**src/rtl/regfile_wb_pkg.sv**
```systemverilog
// Shared constants and types for the register-file write-back sequencer.
package regfile_wb_pkg;

  localparam int unsigned DATA_W   = 16;
  localparam int unsigned ADDR_W   = 4;
  localparam int unsigned NUM_REGS = 16;

  typedef struct packed {
    logic [ADDR_W-1:0] addr;
    logic [DATA_W-1:0] data;
  } wb_entry_t;

  typedef enum logic {
    WB_SRC_ALU = 1'b0,
    WB_SRC_MEM = 1'b1
  } wb_src_e;

endpackage

```
**src/rtl/wb_rr_arbiter.sv**
```systemverilog
// Two-way round-robin arbiter between the ALU and load-unit write-back sources.
module wb_rr_arbiter (
  input  logic clk,
  input  logic reset_n,
  input  logic alu_valid,
  input  logic mem_valid,
  input  logic full,
  output logic alu_grant_c,
  output logic mem_grant_c
);
  import regfile_wb_pkg::*;

  wb_src_e prio_q, prio_d;

  always_ff @(posedge clk or negedge reset_n) begin
    if (!reset_n) prio_q <= WB_SRC_ALU;
    else          prio_q <= prio_d;
  end

  // Priority flips only when a contested grant is actually enqueued.
  always_comb begin
    prio_d      = prio_q;
    alu_grant_c = 1'b0;
    mem_grant_c = 1'b0;
    if (alu_valid && mem_valid) begin
      alu_grant_c = (prio_q == WB_SRC_ALU);
      mem_grant_c = (prio_q == WB_SRC_MEM);
      if (!full) prio_d = (prio_q == WB_SRC_ALU) ? WB_SRC_MEM : WB_SRC_ALU;
    end else begin
      alu_grant_c = alu_valid;
      mem_grant_c = mem_valid;
    end
  end

endmodule

```
**src/rtl/regfile_writeback_sequencer.sv**
```systemverilog
// Write-port master for the 16x16 register file: arbitrates ALU/load write-backs into a FIFO
// and issues one file write per cycle. Optional forwarding lookup under WB_FORWARD_EN.
module regfile_writeback_sequencer #(
  parameter int unsigned DATA_W = regfile_wb_pkg::DATA_W,
  parameter int unsigned ADDR_W = regfile_wb_pkg::ADDR_W,
  parameter int unsigned DEPTH  = 4
) (
  input  logic                                clk,
  input  logic                                reset_n,
  input  logic                                alu_valid,
  output logic                                alu_ready,
  input  logic [ADDR_W-1:0]                   alu_addr,
  input  logic [DATA_W-1:0]                   alu_data,
  input  logic                                mem_valid,
  output logic                                mem_ready,
  input  logic [ADDR_W-1:0]                   mem_addr,
  input  logic [DATA_W-1:0]                   mem_data,
  input  logic                                rf_hold,
  output logic                                rf_write_enable,
  output logic [ADDR_W-1:0]                   rf_write_addr,
  output logic [DATA_W-1:0]                   rf_data_in,
  output logic [regfile_wb_pkg::NUM_REGS-1:0] pending_mask,
  output logic [$clog2(DEPTH):0]              fifo_count,
  input  logic [ADDR_W-1:0]                   lookup_addr,
  output logic                                fwd_hit,
  output logic [DATA_W-1:0]                   fwd_data
);

  localparam int unsigned PTR_W = $clog2(DEPTH);
  localparam int unsigned CNT_W = PTR_W + 1;

  typedef struct packed {
    logic [ADDR_W-1:0] addr;
    logic [DATA_W-1:0] data;
  } entry_t;

  entry_t           fifo_q [DEPTH];
  logic [PTR_W-1:0] wr_ptr_q, rd_ptr_q;
  logic [CNT_W-1:0] count_q;
  logic             full_c, empty_c, push_c, pop_c;
  logic             alu_grant_c, mem_grant_c;
  entry_t           push_entry_c;

  assign full_c     = (count_q == CNT_W'(DEPTH));
  assign empty_c    = (count_q == '0);
  assign pop_c      = !empty_c && !rf_hold;
  assign fifo_count = count_q;

  wb_rr_arbiter u_arb (
    .clk         (clk),
    .reset_n     (reset_n),
    .alu_valid   (alu_valid),
    .mem_valid   (mem_valid),
    .full        (full_c),
    .alu_grant_c (alu_grant_c),
    .mem_grant_c (mem_grant_c)
  );

  // Full is judged on the registered count, so a same-cycle pop never frees a slot early.
  assign alu_ready = alu_grant_c && !full_c;
  assign mem_ready = mem_grant_c && !full_c;
  assign push_c    = alu_ready || mem_ready;

  always_comb begin
    push_entry_c.addr = mem_addr;
    push_entry_c.data = mem_data;
    if (alu_grant_c) begin
      push_entry_c.addr = alu_addr;
      push_entry_c.data = alu_data;
    end
  end

  always_ff @(posedge clk) begin
    if (push_c) fifo_q[wr_ptr_q] <= push_entry_c;
  end

  always_ff @(posedge clk or negedge reset_n) begin
    if (!reset_n) begin
      wr_ptr_q <= '0;
      rd_ptr_q <= '0;
      count_q  <= '0;
    end else begin
      if (push_c) wr_ptr_q <= wr_ptr_q + PTR_W'(1);
      if (pop_c)  rd_ptr_q <= rd_ptr_q + PTR_W'(1);
      if (push_c && !pop_c)      count_q <= count_q + CNT_W'(1);
      else if (pop_c && !push_c) count_q <= count_q - CNT_W'(1);
    end
  end

  // File write port; address/data hold their last value while idle.
  always_ff @(posedge clk or negedge reset_n) begin
    if (!reset_n) begin
      rf_write_enable <= 1'b0;
      rf_write_addr   <= '0;
      rf_data_in      <= '0;
    end else begin
      rf_write_enable <= pop_c;
      if (pop_c) begin
        rf_write_addr <= fifo_q[rd_ptr_q].addr;
        rf_data_in    <= fifo_q[rd_ptr_q].data;
      end
    end
  end

  always_comb begin
    pending_mask = '0;
    if (rf_write_enable) pending_mask[rf_write_addr] = 1'b1;
    for (int unsigned k = 0; k < DEPTH; k++) begin
      if (CNT_W'(k) < count_q) pending_mask[fifo_q[rd_ptr_q + PTR_W'(k)].addr] = 1'b1;
    end
  end

`ifdef WB_FORWARD_EN
  // Scan oldest to youngest so the last match wins.
  always_comb begin
    fwd_hit  = 1'b0;
    fwd_data = '0;
    if (rf_write_enable && (rf_write_addr == lookup_addr)) begin
      fwd_hit  = 1'b1;
      fwd_data = rf_data_in;
    end
    for (int unsigned k = 0; k < DEPTH; k++) begin
      if ((CNT_W'(k) < count_q) && (fifo_q[rd_ptr_q + PTR_W'(k)].addr == lookup_addr)) begin
        fwd_hit  = 1'b1;
        fwd_data = fifo_q[rd_ptr_q + PTR_W'(k)].data;
      end
    end
  end
`else
  logic unused_lookup;
  assign unused_lookup = ^lookup_addr;
  assign fwd_hit       = 1'b0;
  assign fwd_data      = '0;
`endif

endmodule

```
**config.mk**
```make
export PLATFORM = sky130hd
export DESIGN_NAME = regfile_writeback_sequencer
export DESIGN_NICKNAME = d
export VERILOG_FILES = /design/src/rtl/regfile_wb_pkg.sv /design/src/rtl/wb_rr_arbiter.sv /design/src/rtl/regfile_writeback_sequencer.sv
export SDC_FILE = /design/constraint.sdc
export NUM_CORES = 1
export LEC_CHECK = 0
export ABC_AREA = 1
export CAP_MARGIN = 10
export CORE_MARGIN = 2
export CORE_UTILIZATION = 42
export CTS_CLUSTER_SIZE = 12
export DETAILED_ROUTE_END_ITERATION = 12
export HOLD_SLACK_MARGIN = 0.06
export PLACE_DENSITY = 0.73
export SLEW_MARGIN = 20
export SYNTH_ARGS = -nofsm -noshare
export SYNTH_HDL_FRONTEND = slang
export SYNTH_SLANG_ARGS = --single-unit
export TNS_END_PERCENT = 20
```
**constraint.sdc**
```tcl
create_clock -name clk -period 2.2 [get_ports clk]
set_input_delay 0.66 -clock clk [delete_from_list [all_inputs] [get_ports clk]]
set_output_delay 0.66 -clock clk [all_outputs]
set_load 0.03 [all_outputs]
```
Word-level counts from Yosys, hierarchy flattened
Memory sizes are Yosys's and may differ from the RTL's.
Index checks and enable logic that the tools add are counted.
{"block": "op_classes", "reduce_logical": 20, "mux": 23, "magnitude_cmp": 14, "eq_ne": 1, "n_bitwise": 6, "add_sub_neg": 6}
{"cell": "16-bit two-way mux", "count": 5}
{"cell": "16-bit OR", "count": 4}
{"cell": "4-bit by 5-bit < comparator with 1-bit output, second input constant", "count": 5}
{"cell": "1-bit demux with 4-bit select", "count": 5}
{"cell": "4-bit by 1-bit >= comparator with 1-bit output, second input constant", "count": 5}
{"cell": "20-bit two-way mux", "count": 1}
{"cell": "1-bit logical AND", "count": 11}
{"cell": "1-bit two-way mux", "count": 10}
{"cell": "1-bit by 3-bit < comparator with 1-bit output, first input constant", "count": 2}
{"cell": "2-bit by 3-bit < comparator with 1-bit output, first input constant", "count": 2}
{"cell": "3-bit two-way mux", "count": 2}
{"cell": "1-bit logical NOT", "count": 5}
{"cell": "2-bit by 1-bit adder with 2-bit output, second input constant", "count": 2}
{"cell": "2-bit adder, second input constant", "count": 2}
{"cell": "3-bit by 1-bit adder with 3-bit output, second input constant", "count": 1}
{"cell": "3-bit equality test, second input constant", "count": 1}
{"cell": "3-bit logical NOT", "count": 1}
{"cell": "3-bit by 1-bit subtractor with 3-bit output, second input constant", "count": 1}
{"cell": "1-bit inverter", "count": 2}
{"cell": "2-bit AND reduction", "count": 1}
{"cell": "2-bit nonzero test", "count": 1}
{"cell": "1-bit logical OR", "count": 1}
{"block": "totals", "n_memories": 1, "output_inout_bits": 59, "word_cells": 78, "inputBits": 49, "mem_bits_rw": 80, "ff_bits": 29}
{"memory": "fifo_q", "depth": 4, "width": 20, "rd": 4, "rd_clocked_by_memory_dff": 0, "wr": 1, "line_no": "regfile_writeback_sequencer.sv:37", "source": "entry_t fifo_q [DEPTH];"}

Longest topological paths before layout
Gate-level depths: netlist (run 1).
{"block": "logic_depth", "ltp_word": 13, "depth_mapped": 11, "mapped_depth_nobuf": 11}

By module
Synthesis (run 1) repeated with hierarchy kept, for this count alone.
{"block": "unflattened", "hier_cells": 699, "hier_area_um2": 5808.1}
{"mod": "regfile_writeback_sequencer", "cells_per_inst": 688, "seq_area_each_um2": 3103.0, "instances": 1, "area_each_um2": 5734.2}
{"mod": "wb_rr_arbiter", "cells_per_inst": 11, "seq_area_each_um2": 25.0, "instances": 1, "area_each_um2": 73.8}

Least setup slack after synthesis (run 1)
OpenSTA, ideal clock, no wires.
{"block": "synth_timing", "path_kind": "reg2reg", "from": "register count_q[0], in the netlist fifo_count[0]", "to": "memory fifo_q[0][0] (netlist bit) (enable)", "required_ns": 1.803, "stages_incl_launch_ff": 8, "synth_period_minus_slack_ns": 2.643, "path_buffers": 0, "path_slack_ns": -0.443, "arrival_time_ns": 2.246, "setup_time_ns": 0.397, "path_cell_list": "dfrtp_1 -> inv_1 -> ha_1 -> nand2_1 -> nand3_1 -> nand2_1 -> inv_1 -> nor2_1"}
{"block": "synth_between", "elab_chain_cells": 6, "word_cells_on_any_way": 7, "classes_between": "1 x eq/ne; 2 x mux; 4 x reduce/logical"}
{"item": "from (decl)", "line_no": "regfile_writeback_sequencer.sv:39", "source": "logic [CNT_W-1:0] count_q;"}
{"item": "from (signal assigned)", "line_no": "regfile_writeback_sequencer.sv:85", "source": "if (push_c && !pop_c) count_q <= count_q + CNT_W'(1);"}
{"item": "from (signal assigned)", "line_no": "regfile_writeback_sequencer.sv:86", "source": "else if (pop_c && !push_c) count_q <= count_q - CNT_W'(1);"}
{"item": "3-bit equality test (*)", "line_no": "regfile_writeback_sequencer.sv:44", "source": "assign full_c = (count_q == CNT_W'(DEPTH));"}
{"item": "1-bit logical NOT (*)"}
{"item": "1-bit logical AND (on tied branches)", "line_no": "regfile_writeback_sequencer.sv:60, regfile_writeback_sequencer.sv:61"}
{"item": "1-bit logical OR (*)", "line_no": "regfile_writeback_sequencer.sv:62", "source": "assign push_c = alu_ready || mem_ready;"}
{"item": "named net push_c", "line_no": "regfile_writeback_sequencer.sv:40", "source": "logic full_c, empty_c, push_c, pop_c;"}
{"item": "1-bit two-way mux (*)", "line_no": "regfile_writeback_sequencer.sv:74", "source": "if (push_c) fifo_q[wr_ptr_q] <= push_entry_c;"}
{"item": "1-bit two-way mux (implied by the code) (*)", "line_no": "regfile_writeback_sequencer.sv:74"}
{"item": "to (decl)", "line_no": "regfile_writeback_sequencer.sv:37"}
The timed path passes the listed nets; every way through them passes the cells marked *.

Worst setup path after layout (run 1)
{"block": "layout_timing", "from": "register rd_ptr_q[0]", "to": "output pending_mask[2] (netlist bit)"}
{"block": "layout_between", "elab_chain_cells": 13, "word_cells_on_any_way": 32, "classes_between": "3 x add/sub; 8 x order compare; 12 x mux; 4 x bitwise; 4 x reduce/logical; 1 x memory"}
{"item": "from (decl)", "line_no": "regfile_writeback_sequencer.sv:38", "source": "logic [PTR_W-1:0] wr_ptr_q, rd_ptr_q;"}
{"item": "from (signal assigned)", "line_no": "regfile_writeback_sequencer.sv:84", "source": "if (pop_c) rd_ptr_q <= rd_ptr_q + PTR_W'(1);"}
{"item": "memory 4 x 20 bit (*)"}
{"item": "4-bit by 5-bit < comparator with 1-bit output (implied by the code) or 4-bit by 1-bit >= comparator with 1-bit output (tied branches)", "line_no": "regfile_writeback_sequencer.sv:109", "source": "if (CNT_W'(k) < count_q) pending_mask[fifo_q[rd_ptr_q + PTR_W'(k)].addr] = 1'b1;"}
{"item": "1-bit logical AND (implied by the code)", "line_no": "regfile_writeback_sequencer.sv:109"}
{"item": "1-bit two-way mux (implied by the code)", "line_no": "regfile_writeback_sequencer.sv:109"}
{"item": "1-bit demux with 4-bit select", "line_no": "regfile_writeback_sequencer.sv:109"}
{"item": "16-bit OR (no source line)"}
{"item": "16-bit two-way mux", "line_no": "regfile_writeback_sequencer.sv:109"}
{"item": "16-bit OR (no source line)"}
{"item": "16-bit two-way mux", "line_no": "regfile_writeback_sequencer.sv:109"}
{"item": "16-bit OR (no source line)"}
{"item": "16-bit two-way mux", "line_no": "regfile_writeback_sequencer.sv:109"}
{"item": "16-bit OR (no source line)"}
{"item": "16-bit two-way mux (*)", "line_no": "regfile_writeback_sequencer.sv:109"}
{"item": "to (decl)", "line_no": "regfile_writeback_sequencer.sv:22", "source": "output logic [regfile_wb_pkg::NUM_REGS-1:0] pending_mask,"}
Mark *: on every way between the ends. The rest lies on a longest branch, timed or not.

==> run summary, run 1 <==
Root Driver - clkbuf_16
RR Startpoint - fifo_count[0]
switching pwr - 6.98 mW
total congestion overflow - 0
total core area - 13,900 sq um
residual DRC count - 0
synthesized area - 6020 sq um
Placer Congestion - 0.883
CTS tree - done
max cap viols - 0
worst setup path startpoint - rd_ptr_q[0]
clock skew - 4.82 ps
Slew headroom - 0.573
Pint - 7.12 mW
Post-Synth Simple-Gate Area - 0.296
CP top delay family - simple AND/OR/NAND/NOR gates
Worst VDD drop - 0.000664 V
layout cell share with drive strength beyond 1 - 0.270
placed cell area - 7210 sq um
status - finished with violations
# fillers - 1,130
R2R Path End - fifo_q[0][9]
Routed Antenna Nets - 0
Sum Neg Setup Slack - -6860 ps
CTS sink cnt - 109
# rows - 43
Seq pwr share - 0.241
Switching Share - 0.495
R2R Setup Slk - 310 ps
Worst-path clk slew - 70 ps
die height - 124 microns
multi-input logic area - 3060 sq um
critical path endpoint - pending_mask[2]
vias - 5,212
Post-Place Setup Slack - -227 ps
Final Setup Violations - 16
Distinct cells, synth - 28
sequential element share of the synthesized area - 0.520
Routed WL - 15,600 microns
ratio of total power to cell area - 1710 nW/um^2
CP Buf/Inv Count - 3
measured slew at the worst slew-check pin - 641 ps
Final period util - 1.21
failing checks - negative setup slack
Worst setup EP type - output pin
Nets - 895
minimum clock period - 2670 ps
port buffer count - 86
Final Hold Vio Count - 0
first-pass GRT wire length - 23,600 microns
Die W - 124 microns
Pleak - 3.54 nW
clock power share - 0.106
worst-path fanout max - 6
Hold Crit Class - register to register
Compound-Gate Fraction of Synth Area - 0.0763
Iter 0 DRT Violations - 381
Skew-Pair Late Insertion Delay - 340 ps
num ports - 108
FF/Latch Area - 3130 sq um
Post-Synth XOR/XNOR Area - 0.00873
CTS Buf Count - 9
fin util - 0.590
Antenna Cells - 0
overall power - 14.1 mW
Hold Slack - 547 ps
largest net degree at the start of global routing - 31
Logic pwr share - 0.652
fin area - 8230 sq um
largest family of logic cells by synthesized area - simple AND/OR/NAND/NOR gates
Crit path depth - 10
worst reg-to-reg path cell count - 9
Yosys warning count - 0
Avg Cell Area, Syn - 8.38 sq um
placed insts - 999
FMAX - 375 MHz
critical-path cell list - clkinv_4, clkbuf_16, nand2_1, nand3_1, nand2_2, nand3_4, o21ai_2, nor2_1, nand2_1, buf_4
H-tree depth - 3
post-detail-place hpwl - 10,400 microns
cell repeated most along the worst path - nand2_1
Synth Register Bits - 109
number of global-route vias before repair - 4,814
slowest cell on the critical path - dfrtp_2
Avg WL per Cell - 15.3 microns
cell count after synthesis - 718
CP peak stage delay - 430 ps
Bufs on Longest Clock Path - 2
initial antenna violation count - 0
CTS Hold Buffers Added - 0
RSZ-0062 raised after global routing - true
mux contribution to synthesized area - 0
non-filler cells, final - 1,022
kind of critical path - register to output pin
setup ws final - -466 ps
Setup crit start kind - register
vias per cell - 5.10
die area - 15,300 sq um
Synth Area in Adders - 0.0187
GRT Util Overall - 0.200
CP required - 1540 ps
DRT Pass-1 Iters - 4
CP Data Arrival Time - 2010 ps
Syn-to-layout area delta - 36.7%
Slew Limit Fails - 0
Initial Util - 0.432
==> what timing repair did <==
action | CTS | global route
gates cloned | 1 | 4
endpoints found under the setup margin | 19 | 22
gates resized for setup | 41 | 153
pin swaps | 2 | 61
setup buffers | 0 | 2
==> synth_stat cells, drive strengths merged <==
library cell,number,area (sq um)
a21oi,8,47.6
a22oi,16,120
a31oi,6,37.5
a41oi,10,87.6
buf,34,267
clkbuf,7,26.3
conb,1,3.75
dfrtp,29,726
edfxtp,80,2400
ha,9,113
inv,50,188
nand2,262,1040
nand3,56,315
nor2,110,413
nor3,3,15.0
o21ai,31,166
xnor2,1,8.76
xor2,5,43.8
==> power groups by stage <==
stage          clock (mW)  combinational [mW]  sequential, mW
2_1_floorplan           0                4.39            3.76
6_report             1.50                9.19            3.40
3_5_place_dp            0                7.26            3.40
5_1_grt              1.59                9.94            3.48
4_1_cts              1.52                7.54            3.37
3_3_place_gp            0                7.15            3.39
==> per-layer routing <==
layer  up-vias  part of all wire  track usage
met5         -                 0            0
met4         0             0.018       0.0760
met3        22             0.054       0.0316
met2       177              0.51        0.341
met1      2440              0.42        0.258
li1       2573                 -            -
==> worst min path at each step <==
stage | startpoint | to | cells past startpoint
5_1_grt | fifo_q[3][13] | rf_data_in[13] | 2
3_5_place_dp | wr_ptr_q[0] | wr_ptr_q[0] | 1
2_1_floorplan | reset_n | fifo_count[0] | 0
6_report | fifo_q[0][3] | rf_data_in[3] | 2
3_3_place_gp | fifo_q[0][3] | rf_data_in[3] | 2
4_1_cts | fifo_q[0][3] | rf_data_in[3] | 2
==> worst register-to-register path, stage by stage (launching register included) <==
cell	delay [ps]
dfrtp_1	400
inv_2	100
ha_4	170
nand2_1	90
nand3_1	100
nand2_1	110
buf_4	150
inv_1	100
nor2_2	190
buf_12	190
==> area by class of cell <==
type,count,share of cell area
Clock buffer,9,0.0274
Clock inverter,7,0.00608
Sequential cell,109,0.380
Timing Repair Buffer,131,0.162
Inverter,50,0.0243
Tap cell,180,0.0274
Multi-Input combinational cell,536,0.372
==> sequential cells by signal (all words and copies together), names as in the netlist <==
name and flops:
rf_write_enable 1, rd_ptr_q 2, fifo_q 80, u_arb.prio_q 1, fifo_count 3, rf_data_in 16
wr_ptr_q 2, rf_write_addr 4
==> placed cells by master, fill, tap and decap left out, drive strengths merged <==
cell	Yosys	final
nand3	56	56
ha	9	9
nor3	3	3
a21oi	8	8
dlymetal6s2s	0	4
a41oi	10	10
edfxtp	80	80
dfrtp	29	29
xnor2	1	1
dlygate4sd2	0	4
xor2	5	5
clkinvlp	0	1
o21ai	31	31
clkdlybuf4s50	0	60
buf	34	61
nand2	262	264
clkinv	0	5
a31oi	6	6
a22oi	16	16
conb	1	17
inv	50	51
nor2	110	110
clkbuf	7	11
==> cell families (layout without fill, tap and decap cells) <==
logic type | count (synthesis) | after routing
other | 1 | 17
adders and majority gates | 9 | 9
AOI/OAI and AO/OA | 71 | 71
xor gates and xnor gates | 6 | 6
buffers and inverters | 91 | 197
DFF | 109 | 109
and+or+nand+nor | 431 | 433
No activity file was read; power rests on OpenSTA's default activity.
==> run 2: changes to the inputs <==
- CORE_MARGIN: 2 -> 4
==> run 2 against run 1 <==
Against the previous run:
- the flow still finishes with violations (negative setup slack)
- clock skew grew 2.7 ps
- critical endpoint is now pending_mask[5]
- highest routed layer unchanged
- sequential power about the same
- worst setup slack gained 58 ps
==> run summary, run 2 (synthesis gave the netlist of run 1 again) <==
ratio of total power to cell area - 1670 nW/um^2 (was 1710 nW/um^2)
Slew headroom - 0.587 (was 0.573)
Sum Neg Setup Slack - -6250 ps (was -6860 ps)
Pleak - 3.40 nW (was 3.54 nW)
residual DRC count - 0 (unchanged)
Final period util - 1.19 (was 1.21)
vias per cell - 5.13 (was 5.10)
CTS Buf Count - 9 (unchanged)
Regs by FF count - fifo_q: 80 flops, rf_data_in: 16 flops, rf_write_addr: 4 flops (unchanged)
RR Startpoint - fifo_count[1] (was fifo_count[0])
Hold Crit Class - register to register (unchanged)
Worst-path clk slew - 70 ps (about the same)
Seq pwr share - 0.260 (was 0.241)
kind of critical path - register to output pin (unchanged)
R2R Setup Slk - 210 ps (was 310 ps)
minimum clock period - 2610 ps (was 2670 ps)
failing checks - negative setup slack (unchanged)
switching pwr - 6.31 mW (was 6.98 mW)
RSZ-0062 raised after global routing - true (unchanged)
Hold Slack - 551 ps (was 547 ps)
CTS Hold Buffers Added - 0 (unchanged)
Root Driver - clkbuf_16 (unchanged)
overall power - 13.1 mW (was 14.1 mW)
post-detail-place hpwl - 10,600 microns (was 10,400 microns)
Die W - 128 microns (was 124 microns)
Bufs on Longest Clock Path - 2 (unchanged)
port buffer count - 86 (unchanged)
Pint - 6.80 mW (was 7.12 mW)
commonest non-fill, non-tap cell in the layout - nand2_1 (unchanged)
CTS sink cnt - 109 (unchanged)
Routed Antenna Nets - 0 (unchanged)
most frequent cells in the layout - nand2_1, nor2_1, edfxtp_1 (unchanged)
Slew Limit Fails - 0 (unchanged)
Iter 0 DRT Violations - 350 (was 381)
Setup crit start kind - register (unchanged)
Switching Share - 0.481 (was 0.495)
Worst setup EP type - output pin (unchanged)
GRT Util Overall - 0.187 (was 0.200)
fin area - 7850 sq um (was 8230 sq um)
Largest register FFs - 80 (unchanged)
measured slew at the worst slew-check pin - 619 ps (was 641 ps)
worst reg-to-reg path cell count - 10 (was 9)
total core area - 13,900 sq um (unchanged)
Post-Place Setup Slack - -187 ps (was -227 ps)
first-pass GRT wire length - 24,600 microns (was 23,600 microns)
number of global-route vias before repair - 5,019 (was 4,814)
Final Hold Vio Count - 0 (unchanged)
R2R Path End - fifo_q[3][1] (was fifo_q[0][9])
Antenna Cells - 0 (unchanged)
Nets - 898 (was 895)
placed cell area - 7230 sq um (was 7210 sq um)
initial antenna violation count - 0 (unchanged)
DRT Pass-1 Iters - 4 (unchanged)
die area - 16,300 sq um (was 15,300 sq um)
CTS tree - done (unchanged)
Placer Congestion - 0.875 (was 0.883)
fin util - 0.564 (was 0.590)
layout cell share with drive strength beyond 1 - 0.200 (was 0.270)
vias - 5,257 (was 5,212)
FMAX - 383 MHz (was 375 MHz)
Avg WL per Cell - 14.9 microns (was 15.3 microns)
non-filler cells, final - 1,025 (was 1,022)
Initial Util - 0.432 (unchanged)
CP required - 1540 ps (about the same)
CP Data Arrival Time - 1950 ps (was 2010 ps)
Largest Register - fifo_q (unchanged)
H-tree depth - 3 (unchanged)
clock skew - 7.51 ps (was 4.82 ps)
Logic pwr share - 0.627 (was 0.652)
placed insts - 1,001 (was 999)
Syn-to-layout area delta - 30.5% (was 36.7%)
die height - 128 microns (was 124 microns)
Routed WL - 15,300 microns (was 15,600 microns)
Final Setup Violations - 17 (was 16)
setup ws final - -409 ps (was -466 ps)
total congestion overflow - 0 (unchanged)
clock power share - 0.112 (was 0.106)
largest net degree at the start of global routing - 31 (unchanged)
Skew-Pair Late Insertion Delay - 340 ps (about the same)
# rows - 43 (unchanged)
max cap viols - 0 (unchanged)
critical path endpoint - pending_mask[5] (was pending_mask[2])
Worst VDD drop - 0.000690 V (was 0.000664 V)
status - finished with violations (unchanged)
worst setup path startpoint - rd_ptr_q[0] (unchanged)
num ports - 108 (unchanged)
worst-path fanout max - 26 (was 6)
==> run 2: cell count changes in the layout (fill, tap and decap cells not counted), sizes merged <==
cell           previous run  this run
dlymetal6s2s              4         2
dlygate4sd2               4         2
buf                      61        65
nand2                   264       265
inv                      51        50
clkinv                    5         4
clkdlybuf4s50            60        64
==> run 2: power groups by stage <==
stage,Combinational [mW],Clock [mW],Sequential [mW]
6_report,8.22,1.47,3.41
5_1_grt,8.91,1.56,3.48
4_1_cts,8.15,1.48,3.41
3_5_place_dp,7.28,0,3.41
3_3_place_gp,7.17,0,3.40
2_1_floorplan,4.39,0,3.76
==> run 2: repair_timing <==
| action | in CTS | in global routing |
|---|---|---|
| cloned | 4 | 0 |
| resized for setup | 87 | 8 |
| endpoints found under the setup margin | 20 | 20 |
| buffers inserted | 5 | 0 |
| pin swaps | 15 | 1 |
| hold endpoints to repair | 0 | 0 |
==> run 2: worst min-delay path by stage <==
stage / end / depth (start not counted) / startpoint / slack (ps)
2_1_floorplan: fifo_count[0] / 0 / reset_n / 360
3_3_place_gp: rf_data_in[0] / 2 / fifo_q[0][0] / 520
3_5_place_dp: wr_ptr_q[0] / 1 / wr_ptr_q[0] / 530
4_1_cts: wr_ptr_q[0] / 1 / wr_ptr_q[0] / 540
5_1_grt: rf_data_in[2] / 2 / fifo_q[0][2] / 570
6_report: rf_data_in[2] / 2 / fifo_q[0][2] / 550
==> run 2: critical path, stage by stage (launching register included) <==
cell	delay, ps
dfrtp_2	460
buf_8	190
nand2_1	100
nand3_1	80
nand2_1	170
nand3_1	150
o21ai_1	170
nor2_1	80
nand2_1	60
buf_4	150
==> run 2: cell type report <==
class,instances,area [sq um]
flip-flops and latches,109,3130
fillers,1197,6080
multi-input cells,537,2720
repair buffers,133,1310
clock buffers,11,243
clock inverters,5,26.3
inverters,50,195
well taps,180,225
==> run 2: metal layers <==
| metal | track usage | part of all wire | vias to the layer above |
|---|---|---|---|
| met2 | 0.327 | 0.49 | 190 |
| met5 | 0 | 0 | - |
| met1 | 0.241 | 0.42 | 2474 |
| met4 | 0.0512 | 0.016 | 0 |
| li1 | - | - | 2571 |
| met3 | 0.0300 | 0.068 | 22 |
==> run 3: changes to the inputs <==
- PLACE_DENSITY: 0.73 -> 0.7
- clock period: 2.2 -> 3.2 ns (I/O delays scaled with it)
==> run 3 against run 2 <==
Against the previous run:
- wire length is 7.6% lower
- critical endpoint is now pending_mask[0]
- first-iteration DRC count decreased by 13%
- highest routed layer unchanged
- the flow now finishes without violations
- register-to-register slack improved by 850 ps
- utilization fell by 3.7 points
- sequential share of layout area grew 2.8 points
- largest cell class unchanged
- hold slack better by 0.95 ps
- power down 37%
- flip-flop and latch count is the same
==> run summary, run 3 (synthesis gave the netlist of run 1 again) <==
CP Buf/Inv Count - 2 (unchanged)
Initial Util - 0.432 (unchanged)
Sum Neg Setup Slack - 0 ps (was -6250 ps)
Largest Register - fifo_q (unchanged)
Skew-Pair Late Insertion Delay - 340 ps (about the same)
FMAX - 328 MHz
Antenna Cells - 0 (unchanged)
clock skew - 8.13 ps (was 7.51 ps)
Setup crit start kind - register (unchanged)
num ports - 108 (unchanged)
GRT Util Overall - 0.170 (was 0.187)
H-tree depth - 3 (unchanged)
min-delay src - wr_ptr_q[0] (was fifo_q[0][2])
CTS sink cnt - 109 (unchanged)
slowest cell on the critical path - dfrtp_1 (was dfrtp_2)
first-pass GRT wire length - 21,900 microns (was 24,600 microns)
RSZ-0062 raised after global routing - false (was true)
worst setup path startpoint - fifo_count[1] (was rd_ptr_q[0])
# rows - 43 (unchanged)
CP Data Arrival Time - 2090 ps (was 1950 ps)
switching pwr - 3.94 mW (was 6.31 mW)
max cap viols - 0 (unchanged)
Iter 0 DRT Violations - 306 (was 350)
kind of critical path - register to output pin (unchanged)
Hold Crit Class - register to register (unchanged)
Pint - 4.26 mW (was 6.80 mW)
Hold Slack - 552 ps (was 551 ps)
CTS tree - done (unchanged)
largest net degree at the start of global routing - 31 (unchanged)
RR Startpoint - fifo_count[0] (was fifo_count[1])
Final Setup Violations - 0 (was 17)
Seq pwr share - 0.283 (was 0.260)
Root Driver - clkbuf_16 (unchanged)
Routed Antenna Nets - 0 (unchanged)
placed insts - 975 (was 1,001)
Worst setup EP type - output pin (unchanged)
layout cell share with drive strength beyond 1 - 0.112 (was 0.200)
placed cell area - 6980 sq um (was 7230 sq um)
port buffer count - 86 (unchanged)
commonest non-fill, non-tap cell in the layout - nand2_1 (unchanged)
critical-path cell list - inv_1, ha_1, a21oi_2, nand3_2, nor2_1, nor2_1, nand2_1, buf_4 (was buf_8, nand2_1, nand3_1, nand2_1, nand3_1, o21ai_1, nor2_1, nand2_1, buf_4)
worst-path fanout max - 5 (was 26)
fin area - 7330 sq um (was 7850 sq um)
number of global-route vias before repair - 4,372 (was 5,019)
Largest register FFs - 80 (unchanged)
Worst VDD drop - 0.000494 V (was 0.000690 V)
Slew headroom - 0.528 (was 0.587)
cell repeated most along the worst path - nor2_1 (was nand2_1)
Regs by FF count - fifo_q: 80 flops, rf_data_in: 16 flops, rf_write_addr: 4 flops (unchanged)
measured slew at the worst slew-check pin - 708 ps (was 619 ps)
DRT Pass-1 Iters - 4 (unchanged)
residual DRC count - 0 (unchanged)
minimum clock period - 3050 ps
vias per cell - 4.88 (was 5.13)
fin util - 0.526 (was 0.564)
CTS Buf Count - 9 (unchanged)
Pleak - 3.18 nW (was 3.40 nW)
Final period util - 0.954
total core area - 13,900 sq um (unchanged)
Routed WL - 14,100 microns (was 15,300 microns)
die area - 16,300 sq um (unchanged)
non-filler cells, final - 995 (was 1,025)
Nets - 868 (was 898)
most frequent cells in the layout - nand2_1, nor2_1, edfxtp_1 (unchanged)
Avg WL per Cell - 14.2 microns (was 14.9 microns)
Worst-path clk slew - 70 ps (about the same)
Logic pwr share - 0.584 (was 0.627)
Slew Limit Fails - 0 (unchanged)
Syn-to-layout area delta - 21.9% (was 30.5%)
post-detail-place hpwl - 10,400 microns (was 10,600 microns)
Die W - 128 microns (unchanged)
Bufs on Longest Clock Path - 2 (unchanged)
die height - 128 microns (unchanged)
vias - 4,855 (was 5,257)
CP required - 2240 ps (was 1540 ps)
Switching Share - 0.481 (about the same)
ratio of total power to cell area - 1120 nW/um^2 (was 1670 nW/um^2)
Placer Congestion - 0.844 (was 0.875)
total congestion overflow - 0 (unchanged)
clock power share - 0.132 (was 0.112)
CP top delay family - simple AND/OR/NAND/NOR gates (unchanged)
initial antenna violation count - 0 (unchanged)
CP peak stage delay - 430 ps (was 460 ps)
Final Hold Vio Count - 0 (unchanged)
status - finished clean (was finished with violations)
==> run 3: cell types whose count changed in the layout (fill, tap and decap cells not counted), moves of 3 or more <==
cell	delta
buf_4	-12
buf_6	-12
nor2_1	+8
nor2_2	-8
clkdlybuf4s50_1	+4
nand3_1	+6
nand3_2	-4
o21ai_0	+12
nand2_1	+24
nand2_2	-20
nand2_8	-4
nand2_4	-3
o21ai_1	-6
o21ai_2	-5
==> run 3: area by class of cell <==
cell class | count | area (sq um)
fillers | 1289 | 6600
flip-flops and latches | 109 | 3130
multi-input cells | 534 | 2480
repair buffers | 106 | 1010
clock buffers | 10 | 229
well taps | 180 | 225
inverters | 50 | 190
clock inverters | 6 | 68.8
==> run 3: through the flow <==
| stage | worst slack [ps] | power, mW |
|---|---|---|
| floorplan | 475 | 5.60 |
| global placement | 239 | 7.00 |
| detailed placement | 222 | 7.06 |
| CTS | 71.6 | 8.17 |
| global route | 11.5 | 8.81 |
| finish | 147 | 8.21 |
==> run 3: layer usage <==
metal  share of wire  track usage  up-vias
met4           0.014       0.0456        0
met2            0.48        0.286      137
met3           0.059       0.0383       13
li1                -            -     2503
met1            0.44        0.223     2202
met5               0            0        -
==> run 3: worst paths after layout <==
check,end,slack (ps),cells past startpoint
max,pending_mask[0],150,8
min,wr_ptr_q[0],550,1
max reg2reg,fifo_count[2],1060,9
min reg2reg,wr_ptr_q[0],550,1
max in group asynchronous,rf_data_in[15],1870,2
min in group asynchronous,rf_write_addr[2],1020,2
==> run 3: power groups by stage <==
stage                     combinational [mW]  clock [mW]  sequential, mW
after global routing                    5.26        1.17            2.37
after CTS                               4.73        1.11            2.32
after detailed placement                4.72           0            2.34
after floorplan                         3.01           0            2.59
final                                   4.79        1.09            2.33
after global placement                  4.67           0            2.34
==> run 3: repair_timing <==
action	in CTS	in global routing
gates resized for setup	0	6
setup endpoints to repair	0	12
hold buffers	0	0
setup buffers	0	4
==> RTL change (config.mk and constraints of run 2) <==
Reset style: synchronous (`reset_n`), changed in 3 clocked blocks.
--- a/src/rtl/wb_rr_arbiter.sv
+++ b/src/rtl/wb_rr_arbiter.sv
@@ -12,7 +12,7 @@
 
   wb_src_e prio_q, prio_d;
 
-  always_ff @(posedge clk or negedge reset_n) begin
+  always_ff @(posedge clk) begin
     if (!reset_n) prio_q <= WB_SRC_ALU;
     else          prio_q <= prio_d;
   end
--- a/src/rtl/regfile_writeback_sequencer.sv
+++ b/src/rtl/regfile_writeback_sequencer.sv
@@ -74,7 +74,7 @@
     if (push_c) fifo_q[wr_ptr_q] <= push_entry_c;
   end
 
-  always_ff @(posedge clk or negedge reset_n) begin
+  always_ff @(posedge clk) begin
     if (!reset_n) begin
       wr_ptr_q <= '0;
       rd_ptr_q <= '0;
@@ -88,7 +88,7 @@
   end
 
   // File write port; address/data hold their last value while idle.
-  always_ff @(posedge clk or negedge reset_n) begin
+  always_ff @(posedge clk) begin
     if (!reset_n) begin
       rf_write_enable <= 1'b0;
       rf_write_addr   <= '0;
Check against the original RTL: differs if reset_n is asserted again (counterexample within 4 cycles, from zero or initial values and one cycle with reset_n low); with reset_n held inactive, the same outputs for 4 cycles.
==> RTL change against run 2 <==
  * The flow still finishes with violations (setup timing)
  * Register-to-register slack improved by 0.13 ns
  * Wire length grew 3.0%
  * Count of clock-buffer cells in the layout shrank 2
  * Power fell by 15%
  * Synthesized area up 3.0%
  * Sequential cell count up 2
  * Worst setup slack got worse by 0.0062 ns
  * Design area is 5.3% higher
  * Largest cell class is now multi-input gates
  * Largest power group unchanged
==> RTL change: results (changes against run 2) <==
** Critical path
- In this run the critical register-to-register path is launched from fifo_count[1].
- The setup slack on the worst flop-to-flop path came to 0.34 ns (+0.13 ns).
- The slowest stage of the critical path belongs to the cell dfxtp_4.
- Peak per-stage delay on the critical path :: 0.37 ns (-0.09 ns)
- Depth of the most critical reg-to-reg path :: 9 (-1)
- Worst-path maximum fanout :: 11 (-58%)
- Tracing the worst setup path back leads to its startpoint at rd_ptr_q[0].
- Capture point of the worst path :: pending_mask[6]

** Final layout
- The ratio of cells with drive above 1 in the final layout came to 23.8% (+3.8 points).
- Number of nets at the end of the flow :: 958 (+6.7%)
- The core occupancy in the finished layout is 57.1% (+0.73 points).

** GRT
- The global-route wire length before repair came to 25100 um (+2.2%).
- The number of global-route vias before repair is 5282 (+5.2%).
- The overall routing resource usage was 18.7% (+0.072 points).
- The pin count of the biggest net entering global routing came to 33 (+6.5%).

** Placement
- The last weighted congestion value of the routability-driven placer was 0.930 (+6.3%).
- The final HPWL from detailed placement is 10900 um (+2.2%).
- The post-placement cell count was 1063 (+6.2%).

** Power
- The peak ir drop on the vdd network is 0.000676 V (-2.0%).
- The net switching power came to 0.00503 W (-20%).
- Share of power burned in registers :: 27.8% (+1.8 points)
- Static Leakage :: 3.58 nW (+5.4%)

** Clocking
- The post-cts repair resize count came to 74 (-15%).

** Synthesis
- The share of synthesized area occupied by flip-flops and latches came to 48.8% (-3.2 points).
- Top cell types by occurrence after synthesis :: 181 x nand2_1, 171 x nor2_1, 80 x edfxtp_1, 66 x o21ai_0, 60 x inv_1
- Share of async-settable or async-resettable flops after synthesis :: 0% (-27 points)
- Sorting the synthesized cells by area gives the leading types as edfxtp_1 39%, nand2_1 11%, nor2_1 10%.

** Status
- The checks that failed: setup timing.
- The run finished, with violations left.

** Timing
- The setup skew after layout was 0.00567 ns (-0.00184 ns).
- Setup Total Neg Slack :: -5.86 ns (+0.393 ns)
- Count of endpoints failing setup in the final report :: 16 (-1)
- Setup slack after layout :: -0.415 ns (-0.00622 ns)

** Route
- DR WL/cell :: 14.4 um (-3.1%)
- The number of vias per cell after detailed routing came to 5.06 (-1.3%).
- The vias after detailed routing was 5515 (+4.9%).
==> RTL change: cell types whose count changed after synthesis, sizes merged, moves of 14 or more <==
cell / change
a22oi: -16
inv: +16
nor2: +71
nand3: -14
o21ai: +41
mux2: +20
o22ai: +16
dfrtp: -29
dfxtp: +31
nand2: -62
==> RTL change: per-layer routing <==
metal,track usage (%),vias to the layer above,part of all wire [%]
met5,0,-,0
met4,6.72,0,2.2
met3,4.12,31,6.8
met2,32.8,202,51
met1,22.8,2533,40
li1,-,2749,-
==> RTL change: area by class of cell <==
type | instances | share of cell area [%]
multi-input combinational | 576 | 37.2
sequential | 111 | 36.7
timing repair buffer | 134 | 16.4
inverter | 67 | 3.28
tap | 184 | 2.78
clock buffer | 9 | 2.72
clock inverter | 7 | 0.757
timing repair inverter | 1 | 0.106
==> RTL change: kinds of logic (layout without fill, tap and decap cells) <==
logic type	after synthesis	in the layout	synth area share (%)
other	1	17	0.0605
muxes	20	20	3.63
xor gates and xnor gates	1	1	0.141
adders and majority gates	9	9	1.82
DFF	111	111	48.8
AOI/OAI and AO/OA	102	102	8.56
and+or+nand+nor	425	427	28.4
buffers and inverters	110	218	8.66
==> RTL change: worst min-delay path by stage <==
stage	from	to	slack [ns]	depth (start not counted)
2_1_floorplan	u_arb.prio_q	u_arb.prio_q	0.44	2
3_3_place_gp	u_arb.prio_q	u_arb.prio_q	0.46	2
3_5_place_dp	u_arb.prio_q	u_arb.prio_q	0.47	2
4_1_cts	u_arb.prio_q	u_arb.prio_q	0.48	2
5_1_grt	u_arb.prio_q	u_arb.prio_q	0.52	2
6_report	u_arb.prio_q	u_arb.prio_q	0.48	2
==> RTL change: worst max-delay path, delay by kind of cell (launching register included) <==
family	cells	cell delay, ns
buffers and inverters	3	0.48
DFF	1	0.37
and+or+nand+nor	7	0.76
